<file path="config.mk">
export PLATFORM = sky130hd
export DESIGN_NAME = mem_port_arbiter
export DESIGN_NICKNAME = d
export VERILOG_FILES = /design/src/rtl/mem_arb_pkg.sv /design/src/rtl/mem_arb_tagpipe.sv /design/src/rtl/mem_port_arbiter.sv
export SDC_FILE = /design/constraint.sdc
export NUM_CORES = 1
export LEC_CHECK = 0
export BUFFER_PORTS_ARGS = -buffer_cell sky130_fd_sc_hd__buf_2
export CAP_MARGIN = 20
export CORE_AREA = 2 2 118 120
export CTS_CLUSTER_DIAMETER = 50
export CTS_CLUSTER_SIZE = 10
export DETAILED_ROUTE_END_ITERATION = 12
export DIE_AREA = 0 0 120 122
export HOLD_SLACK_MARGIN = 0.05
export PLACE_DENSITY = 0.59
export SETUP_SLACK_MARGIN = 0.5
export SYNTH_ARGS = -nofsm -noshare
export SYNTH_HDL_FRONTEND = slang
export SYNTH_SLANG_ARGS = --single-unit
export TNS_END_PERCENT = 50
</file>
<file path="constraint.sdc">
create_clock -name i_clock -period 1.6 [get_ports i_clock]
set_input_delay 0 -clock i_clock [delete_from_list [all_inputs] [get_ports i_clock]]
set_output_delay 0 -clock i_clock [all_outputs]
set_load 0.005 [all_outputs]
</file>
<file path="src/rtl/mem_arb_pkg.sv">
// Shared definitions for the two-port RAM arbiter: port identifiers, the
// in-flight tag record and a helper that decodes a tag for a given port.
package mem_arb_pkg;

  localparam logic PORT_FETCH = 1'b0;
  localparam logic PORT_MEM   = 1'b1;

  typedef struct packed {
    logic valid;
    logic owner;
    logic write;
  } mem_arb_tag_t;

  localparam int TAG_W = $bits(mem_arb_tag_t);

  function automatic logic rsp_hit(input mem_arb_tag_t tag, input logic port);
    return tag.valid && (tag.owner == port);
  endfunction

endpackage

</file>
<file path="src/rtl/mem_arb_tagpipe.sv">
// Fixed-depth shift register of in-flight access tags; the tail stage lines
// up with RAM read data. i_clear drops every tag in the same cycle.
import mem_arb_pkg::*;

module mem_arb_tagpipe #(
  parameter int DEPTH = 2
) (
  input  logic               i_clk,
  input  logic               i_clear,
  input  mem_arb_tag_t       i_tag,
  output mem_arb_tag_t       o_tail,
  output logic [DEPTH-1:0]   o_valids
);

  logic [DEPTH-1:0][TAG_W-1:0] r_stages;

  // Stage 0 holds the access issued this cycle; index DEPTH-1 is the oldest.
  always_ff @(posedge i_clk) begin
    if (i_clear) begin
      r_stages <= '0;
    end else begin
      r_stages <= {r_stages[DEPTH-2:0], i_tag};
    end
  end

  assign o_tail = r_stages[DEPTH-1];

  for (genvar g = 0; g < DEPTH; g++) begin : g_valid
    mem_arb_tag_t w_stage;
    assign w_stage     = r_stages[g];
    assign o_valids[g] = w_stage.valid;
  end

endmodule

</file>
<file path="src/rtl/mem_port_arbiter.sv">
// Shares one single-ported RAM between instruction fetch (port 0) and the Mem
// stage (port 1). Define MEM_ARB_RR_EN for strict round-robin instead of
// port-1 priority with a MAX_STREAK anti-starvation limit.
import mem_arb_pkg::*;

module mem_port_arbiter #(
  parameter int ADDR_W     = 32,
  parameter int DATA_W     = 32,
  parameter int RAM_LAT    = 1,
  parameter int MAX_STREAK = 4
) (
  input  logic              i_clock,
  input  logic              i_reset,
  input  logic              i_mem_ram_load,
  input  logic              i_p0_valid,
  output logic              o_p0_ready,
  input  logic              i_p0_write,
  input  logic [ADDR_W-1:0] i_p0_addr,
  input  logic [DATA_W-1:0] i_p0_wdata,
  output logic              o_p0_rsp_valid,
  output logic [DATA_W-1:0] o_p0_rsp_rdata,
  input  logic              i_p1_valid,
  output logic              o_p1_ready,
  input  logic              i_p1_write,
  input  logic [ADDR_W-1:0] i_p1_addr,
  input  logic [DATA_W-1:0] i_p1_wdata,
  output logic              o_p1_rsp_valid,
  output logic [DATA_W-1:0] o_p1_rsp_rdata,
  output logic              o_ram_en,
  output logic              o_ram_we,
  output logic [ADDR_W-1:0] o_ram_addr,
  output logic [DATA_W-1:0] o_ram_wdata,
  input  logic [DATA_W-1:0] i_ram_rdata,
  output logic              o_arb_busy
);

  logic              w_gnt0;
  logic              w_gnt1;
  logic              w_sel_we;
  logic [ADDR_W-1:0] w_sel_addr;
  logic [DATA_W-1:0] w_sel_wdata;
  logic [DATA_W-1:0] w_rdata;
  mem_arb_tag_t      w_tag;
  mem_arb_tag_t      w_tail;
  logic [RAM_LAT:0]  w_valids;

`ifdef MEM_ARB_RR_EN
  logic r_last_grant;

  // Contended cycles go to the port that did not win last time.
  always_comb begin
    w_gnt0 = 1'b0;
    w_gnt1 = 1'b0;
    if (i_reset || i_mem_ram_load) begin
      w_gnt0 = 1'b0;
      w_gnt1 = 1'b0;
    end else if (i_p0_valid && i_p1_valid) begin
      w_gnt0 = (r_last_grant == PORT_MEM);
      w_gnt1 = (r_last_grant == PORT_FETCH);
    end else begin
      w_gnt0 = i_p0_valid;
      w_gnt1 = i_p1_valid;
    end
  end

  always_ff @(posedge i_clock) begin
    if (i_reset) begin
      r_last_grant <= PORT_FETCH;
    end else if (w_gnt0) begin
      r_last_grant <= PORT_FETCH;
    end else if (w_gnt1) begin
      r_last_grant <= PORT_MEM;
    end else begin
      r_last_grant <= r_last_grant;
    end
  end
`else
  localparam int STREAK_W = $clog2(MAX_STREAK + 1);

  logic [STREAK_W-1:0] r_streak;
  logic                w_force0;

  // Port 1 wins unless fetch has already waited out MAX_STREAK port-1 grants.
  always_comb begin
    w_gnt0   = 1'b0;
    w_gnt1   = 1'b0;
    w_force0 = (r_streak == STREAK_W'(MAX_STREAK)) && i_p0_valid;
    if (i_reset || i_mem_ram_load) begin
      w_gnt0 = 1'b0;
      w_gnt1 = 1'b0;
    end else if (i_p1_valid && !w_force0) begin
      w_gnt1 = 1'b1;
    end else begin
      w_gnt0 = i_p0_valid;
    end
  end

  always_ff @(posedge i_clock) begin
    if (i_reset) begin
      r_streak <= '0;
    end else if (!i_p0_valid || w_gnt0) begin
      r_streak <= '0;
    end else if (w_gnt1 && (r_streak != STREAK_W'(MAX_STREAK))) begin
      r_streak <= r_streak + STREAK_W'(1);
    end else begin
      r_streak <= r_streak;
    end
  end
`endif

  assign o_p0_ready  = w_gnt0;
  assign o_p1_ready  = w_gnt1;
  assign w_sel_we    = w_gnt1 ? i_p1_write : i_p0_write;
  assign w_sel_addr  = w_gnt1 ? i_p1_addr  : i_p0_addr;
  assign w_sel_wdata = w_gnt1 ? i_p1_wdata : i_p0_wdata;

  always_comb begin
    w_tag       = '0;
    w_tag.valid = w_gnt0 || w_gnt1;
    w_tag.owner = w_gnt1 ? PORT_MEM : PORT_FETCH;
    w_tag.write = w_sel_we;
  end

  // Idle cycles drive zeros so the RAM bus is quiet between accesses.
  always_ff @(posedge i_clock) begin
    if (i_reset) begin
      o_ram_en    <= 1'b0;
      o_ram_we    <= 1'b0;
      o_ram_addr  <= '0;
      o_ram_wdata <= '0;
    end else if (w_gnt0 || w_gnt1) begin
      o_ram_en    <= 1'b1;
      o_ram_we    <= w_sel_we;
      o_ram_addr  <= w_sel_addr;
      o_ram_wdata <= w_sel_wdata;
    end else begin
      o_ram_en    <= 1'b0;
      o_ram_we    <= 1'b0;
      o_ram_addr  <= '0;
      o_ram_wdata <= '0;
    end
  end

  mem_arb_tagpipe #(
    .DEPTH (RAM_LAT + 1)
  ) u_tagpipe (
    .i_clk    (i_clock),
    .i_clear  (i_reset),
    .i_tag    (w_tag),
    .o_tail   (w_tail),
    .o_valids (w_valids)
  );

  // Store acks carry zero data; the tail tag is aligned with i_ram_rdata.
  assign w_rdata        = (w_tail.valid && !w_tail.write) ? i_ram_rdata : '0;
  assign o_p0_rsp_valid = rsp_hit(w_tail, PORT_FETCH);
  assign o_p1_rsp_valid = rsp_hit(w_tail, PORT_MEM);
  assign o_p0_rsp_rdata = o_p0_rsp_valid ? w_rdata : '0;
  assign o_p1_rsp_rdata = o_p1_rsp_valid ? w_rdata : '0;
  assign o_arb_busy     = |w_valids;

endmodule

</file>
Yosys cells after proc, flatten, opt, wreduce, memory -nomap -nowiden
Cells that the tools add are included.
- register bits: 75
- input port bits: 167
- bitwise operators: 2
- equality and inequality tests: 2
- add/sub/neg operators: 1
- mux-type cells: 12
- reduce and logical (&&, ||, !) cells: 15
- operators with widths (operator ; count):
    32-bit two-way mux ; 5
    1-bit two-way mux ; 7
    1-bit logical AND ; 6
    2-bit OR reduction ; 3
    3-bit by 1-bit adder with 3-bit output (second input constant) ; 1
    3-bit == test (second input constant) ; 1
    1-bit logical NOT ; 3
    1-bit logical OR ; 3
    3-bit inequality test (second input constant) ; 1
    1-bit NOT ; 2

Longest topological paths before layout
- depth in word-level cells: 9
- depth in mapped cells: 7
- mapped depth without buffers: 5

Hierarchy
Synthesis repeated with hierarchy kept, for this count alone.
- cell total of the unflattened synthesis: 263
- area total of the unflattened synthesis: 2902.8 um^2
- modules (own cells, without submodules) (module ; sequential area each (um^2) ; area an instance (um^2) ; instances ; cells an instance):
    mem_port_arbiter ; 1381.3 ; 2730.1 ; 1 ; 249
    mem_arb_tagpipe ; 120.1 ; 172.7 ; 1 ; 14

Worst setup path after synthesis
Ideal clock, no wire load.
- path kind: reg2reg
- start point: register r_streak[0]
- end point: register o_ram_addr[10]
- setup time: 117 ps
- cell stages (with the launch flop): 7
- buffers on the path: 1
- arrival time: 1392 ps
- path slack: 92 ps
- cell sequence: dfxtp_1 inv_1 ha_1 a21boi_1 nor2_8 buf_2 a22o_1
- longest elaborated chain between the ends: 9
- RTL lines (element ; RTL line ; RTL):
    start, declared ; mem_port_arbiter.sv:80 ; logic [STREAK_W-1:0] r_streak;
    start signal, assigned ; mem_port_arbiter.sv:104 ; r_streak <= r_streak + STREAK_W'(1);
    start signal, assigned ; mem_port_arbiter.sv:106 ; r_streak <= r_streak;
    3-bit == test (*) ; mem_port_arbiter.sv:87 ; w_force0 = (r_streak == STREAK_W'(MAX_STREAK)) && i_p0_valid;
    1-bit logical AND (*) ; mem_port_arbiter.sv:87 ;
    1-bit logical NOT (*) ; mem_port_arbiter.sv:91 ; end else if (i_p1_valid && !w_force0) begin
    1-bit logical AND (*) ; mem_port_arbiter.sv:91 ;
    1-bit two-way mux ; mem_port_arbiter.sv:91 ;
    1-bit two-way mux ; mem_port_arbiter.sv:88 ; if (i_reset || i_mem_ram_load) begin
    1-bit logical OR ; mem_port_arbiter.sv:131 ; end else if (w_gnt0 || w_gnt1) begin
    1-bit NOT (no source line) ; -- ;
    2-bit OR reduction (no source line) ; -- ;
    end signal, assigned ; mem_port_arbiter.sv:134 ; o_ram_addr <= w_sel_addr;
    end, declared ; mem_port_arbiter.sv:31 ; output logic [ADDR_W-1:0] o_ram_addr,
Every way passes the cells marked *; elsewhere a longest branch is shown, timed or not.
A chain may end at the register's enable or synchronous reset.

Final worst setup path
- start point: register r_streak[0]
- end point: register o_ram_addr[23]
Same word-level chain as after synthesis.

==> summary.txt <==
Worst setup path
  • CP Buf/Inv Count: 4
  • CP Data Arrival Time: 1.75 ns
  • Crit-path cells: inv_2, ha_4, and2_4, a21oi_4, buf_12, buf_8, clkbuf_16, a22o_1
  • Worst Path Max Fanout: 6
  • Max incr delay on CP: 0.33 ns
  • Crit Path Category: flip-flop to flip-flop
  • Critical Path End Type: flip-flop
  • Crit-path leading delay family: buffers and inverters
  • Worst path slowest cell: dfxtp_2
  • CP Data Required Time: 1.83 ns
  • Internal reg-to-reg setup slack: 0.07 ns
  • Startpoint Class: flip-flop

Place
  • Placer congestion estimate: about 0.72
  • Dpl cell area: 4570 sq um
  • Placement Setup Slack: ~0.20 ns
  • Post-DP HPWL: 8310 microns
  • Port buffer count: around 300

Clock tree
  • Worst-path clk slew: ~0.060 ns
  • Root Driver: clkbuf_16
  • CTS max path bufs: 2
  • Sink Count: 74
  • H-tree depth: 3
  • Num CTS Buffers: 9
  • CTS tree: built
  • Clock Latency Late Sink: approximately 0.34 ns

Routing
  • Routed WL per cell: 16.4 microns
  • First-pass DRT Iterations: 4
  • Drt total wl: ~15,000 microns
  • DRC: 0
  • DRT iter0 DRCs: roughly 130
  • DR vias: ~4,000
  • Final ANT Viol Nets: 0
  • Vias per inst: around 4.4

Timing
  • Final hold violation count: 0
  • Final setup fails: 0
  • Count of final max-slew check failures: 0
  • RSZ-0062 raised after global routing: yes
  • Period utilisation layout: between 90% and 100%
  • Worst setup margin: around 0.074 ns
  • Post-Route Skew: around 0.0070 ns
  • Fmax: between 600 and 700 MHz
  • Setup tns final: 0 ns
  • Max_slew headroom: 68.7%
  • Final Critical Period: 1.53 ns
  • Worst-Margin Slew: 0.467 ns
  • Min Hold Slack: roughly 0.080 ns

Die
  • Core Region: approximately 14,000 sq um
  • Chip height: between 100 and 150 microns
  • DIE WIDTH: about 120 microns
  • Die ar.: 14,600 sq um
  • Starting Density: a little over a fifth
  • I/O pin cnt: slightly above 300
  • Num rows: 43

Logic synthesis
  • #FFs+latches synth: 74
  • Net Count, Synth: between 400 and 500
  • Cells after Synth: 262
  • Synth top area share: 52.0%
  • Register area share after synthesis: about half
  • Synth Flop Type: dfxtp_1
  • Mapped cell area: around 2800 sq um
  • YS warnings: 0
  • Average cell area after synthesis: approximately 11 sq um
  • Post-synth cell types: 28
  • Count leader, synth: dfxtp_1
  • Synth top area cells: dfxtp_1 52%, a22o_1 19%, and2_1 14%
  • Cell taking the most area after synthesis: dfxtp_1
  • Synth top cells by count: 74 x dfxtp_1, 66 x and2_1, 63 x a22o_1
  • Ys async rst share: 0%
  • Number of synthesized flops with an enable pin: 0

Layout
  • Area grow syn2layout: 139%
  • Layout cell share with drive strength beyond 1: a little over half
  • Diodes inserted: 0
  • Layout Utilization: between 50% and 60%
  • Final net count: slightly below 900
  • Finished Cell Area: 6810 sq um

Hold path
  • Worst hold path class: input pin to flip-flop

Global route
  • First-pass GRT wire length: between 20,000 and 25,000 microns
  • Global-route usage over all layers: between 10% and 20%
  • Largest net degree at the start of global routing: 33
  • Vias in the first global route: a little over 4,000
  • Initial antenna violation count: 0
  • Remaining Overflow, GRT: 0

Run
  • Max-Cap Viols: 0

Power
  • Clock power frac: ~44%
  • Max VDD drop: between 700 and 800 uV
  • Power density cells: ~740 nW/um^2
  • Seq pwr share: 38.8%
  • Combinational power share: around 17%
  • Net Sw Frac: approximately 23%
  • Power Internal: slightly below 0.004 W
  • Leakage Power: roughly 3.5 nW
  • P_sw: around 0.0012 W

Run status
  • Status: finished, final reports clean
[cell families (layout without fill, tap and decap cells)]
family	Yosys count	in the layout	synth area share, %
and+or+nand+nor	87	87	19.9
AOI/OAI and AO/OA	76	76	22.2
DFF	74	74	52.0
buffers and inverters	23	489	4.96
adders and majority gates	2	2	0.878
[sequential cells by signal (all words and copies together), names as in the netlist]
register and cells:
o_ram_addr 32, o_ram_en 1, o_ram_we 1, u_tagpipe.g_valid.w_stage 2, u_tagpipe.o_tail 3, r_streak 3, o_ram_wdata 32
[stage by stage]
| step | power (W) | std cells |
|---|---|---|
| after floorplan | 0.00214 | 262 |
| after global placement | 0.00247 | 730 |
| after detailed placement | 0.00248 | 730 |
| after CTS | 0.00500 | 906 |
| after global routing | 0.00517 | 908 |
| final | 0.00501 | 908 |
[power by group through the flow]
stage	logic, W	registers [W]	clock network, W
6_report	0.000856	0.00194	0.00221
5_1_grt	0.000907	0.00195	0.00232
4_1_cts	0.000818	0.00194	0.00224
3_5_place_dp	0.000495	0.00198	0
3_3_place_gp	0.000488	0.00198	0
2_1_floorplan	0.000148	0.00199	0
[placed cells by master, fill, tap and decap left out, types with 3 or more instances in the layout]
cell | synthesis | routed
buf_6 | 5 | 18
nor2b_1 | 4 | 4
and2_4 | 0 | 17
dfxtp_2 | 0 | 5
clkbuf_16 | 0 | 10
buf_2 | 5 | 284
dfxtp_1 | 74 | 69
and2_1 | 66 | 49
buf_16 | 0 | 4
dlygate4sd3_1 | 0 | 135
a22o_1 | 63 | 63
a21oi_1 | 5 | 5
o21ai_0 | 3 | 3
buf_4 | 3 | 17
buf_12 | 0 | 6
nand3_1 | 5 | 5
[what timing repair did]
action / in CTS / in global routing
cloned: 6 / 1
buffers inserted: 19 / 1
endpoints found under the setup margin: 136 / 138
resized for setup: 49 / 3
pin swaps: 19 / 8
endpoints found under the hold margin: 71 / 0
hold buffers: 135 / 0
[worst reg2reg max path, delay by kind of cell, from the launching register on]
| kind | cells | cell delay, ns |
|---|---|---|
| AND/OR/NAND/NOR | 1 | 0.16 |
| buffers and inverters | 4 | 0.48 |
| flip-flops | 1 | 0.33 |
| adder cells (fa/ha/maj) | 1 | 0.15 |
| AO/OA/AOI/OAI | 2 | 0.30 |
[per-layer routing]
layer  routed length, microns  up-vias  track usage, %  part of all wire [%]
li1                         -     1851               -                     -
met3                     1270       24            5.90                   8.5
met2                     7900      247            34.9                    53
met5                        0        -               0                     0
met4                      282        0            7.28                   1.9
met1                     5430     1867            19.0                    36
[layout make-up]
cell class	count	area, sq um
Sequential cell	74	1490
Inverter	4	15.0
Tap cell	180	225
Clock buffer	10	229
Timing Repair Buffer	469	3450
Fill cell	1164	6700
Multi-Input combinational cell	165	1310
Clock inverter	6	90.1
[worst paths after layout]
check / from / depth (start not counted) / endpoint
setup / recovery: r_streak[0] / 8 / o_ram_addr[23]
hold / removal: i_reset / 3 / u_tagpipe.g_valid[0].w_stage[1]
setup reg to reg: r_streak[0] / 8 / o_ram_addr[23]
hold reg to reg: u_tagpipe.g_valid[0].w_stage[0] / 1 / u_tagpipe.o_tail[0]
No activity file was read; power rests on OpenSTA's default activity.
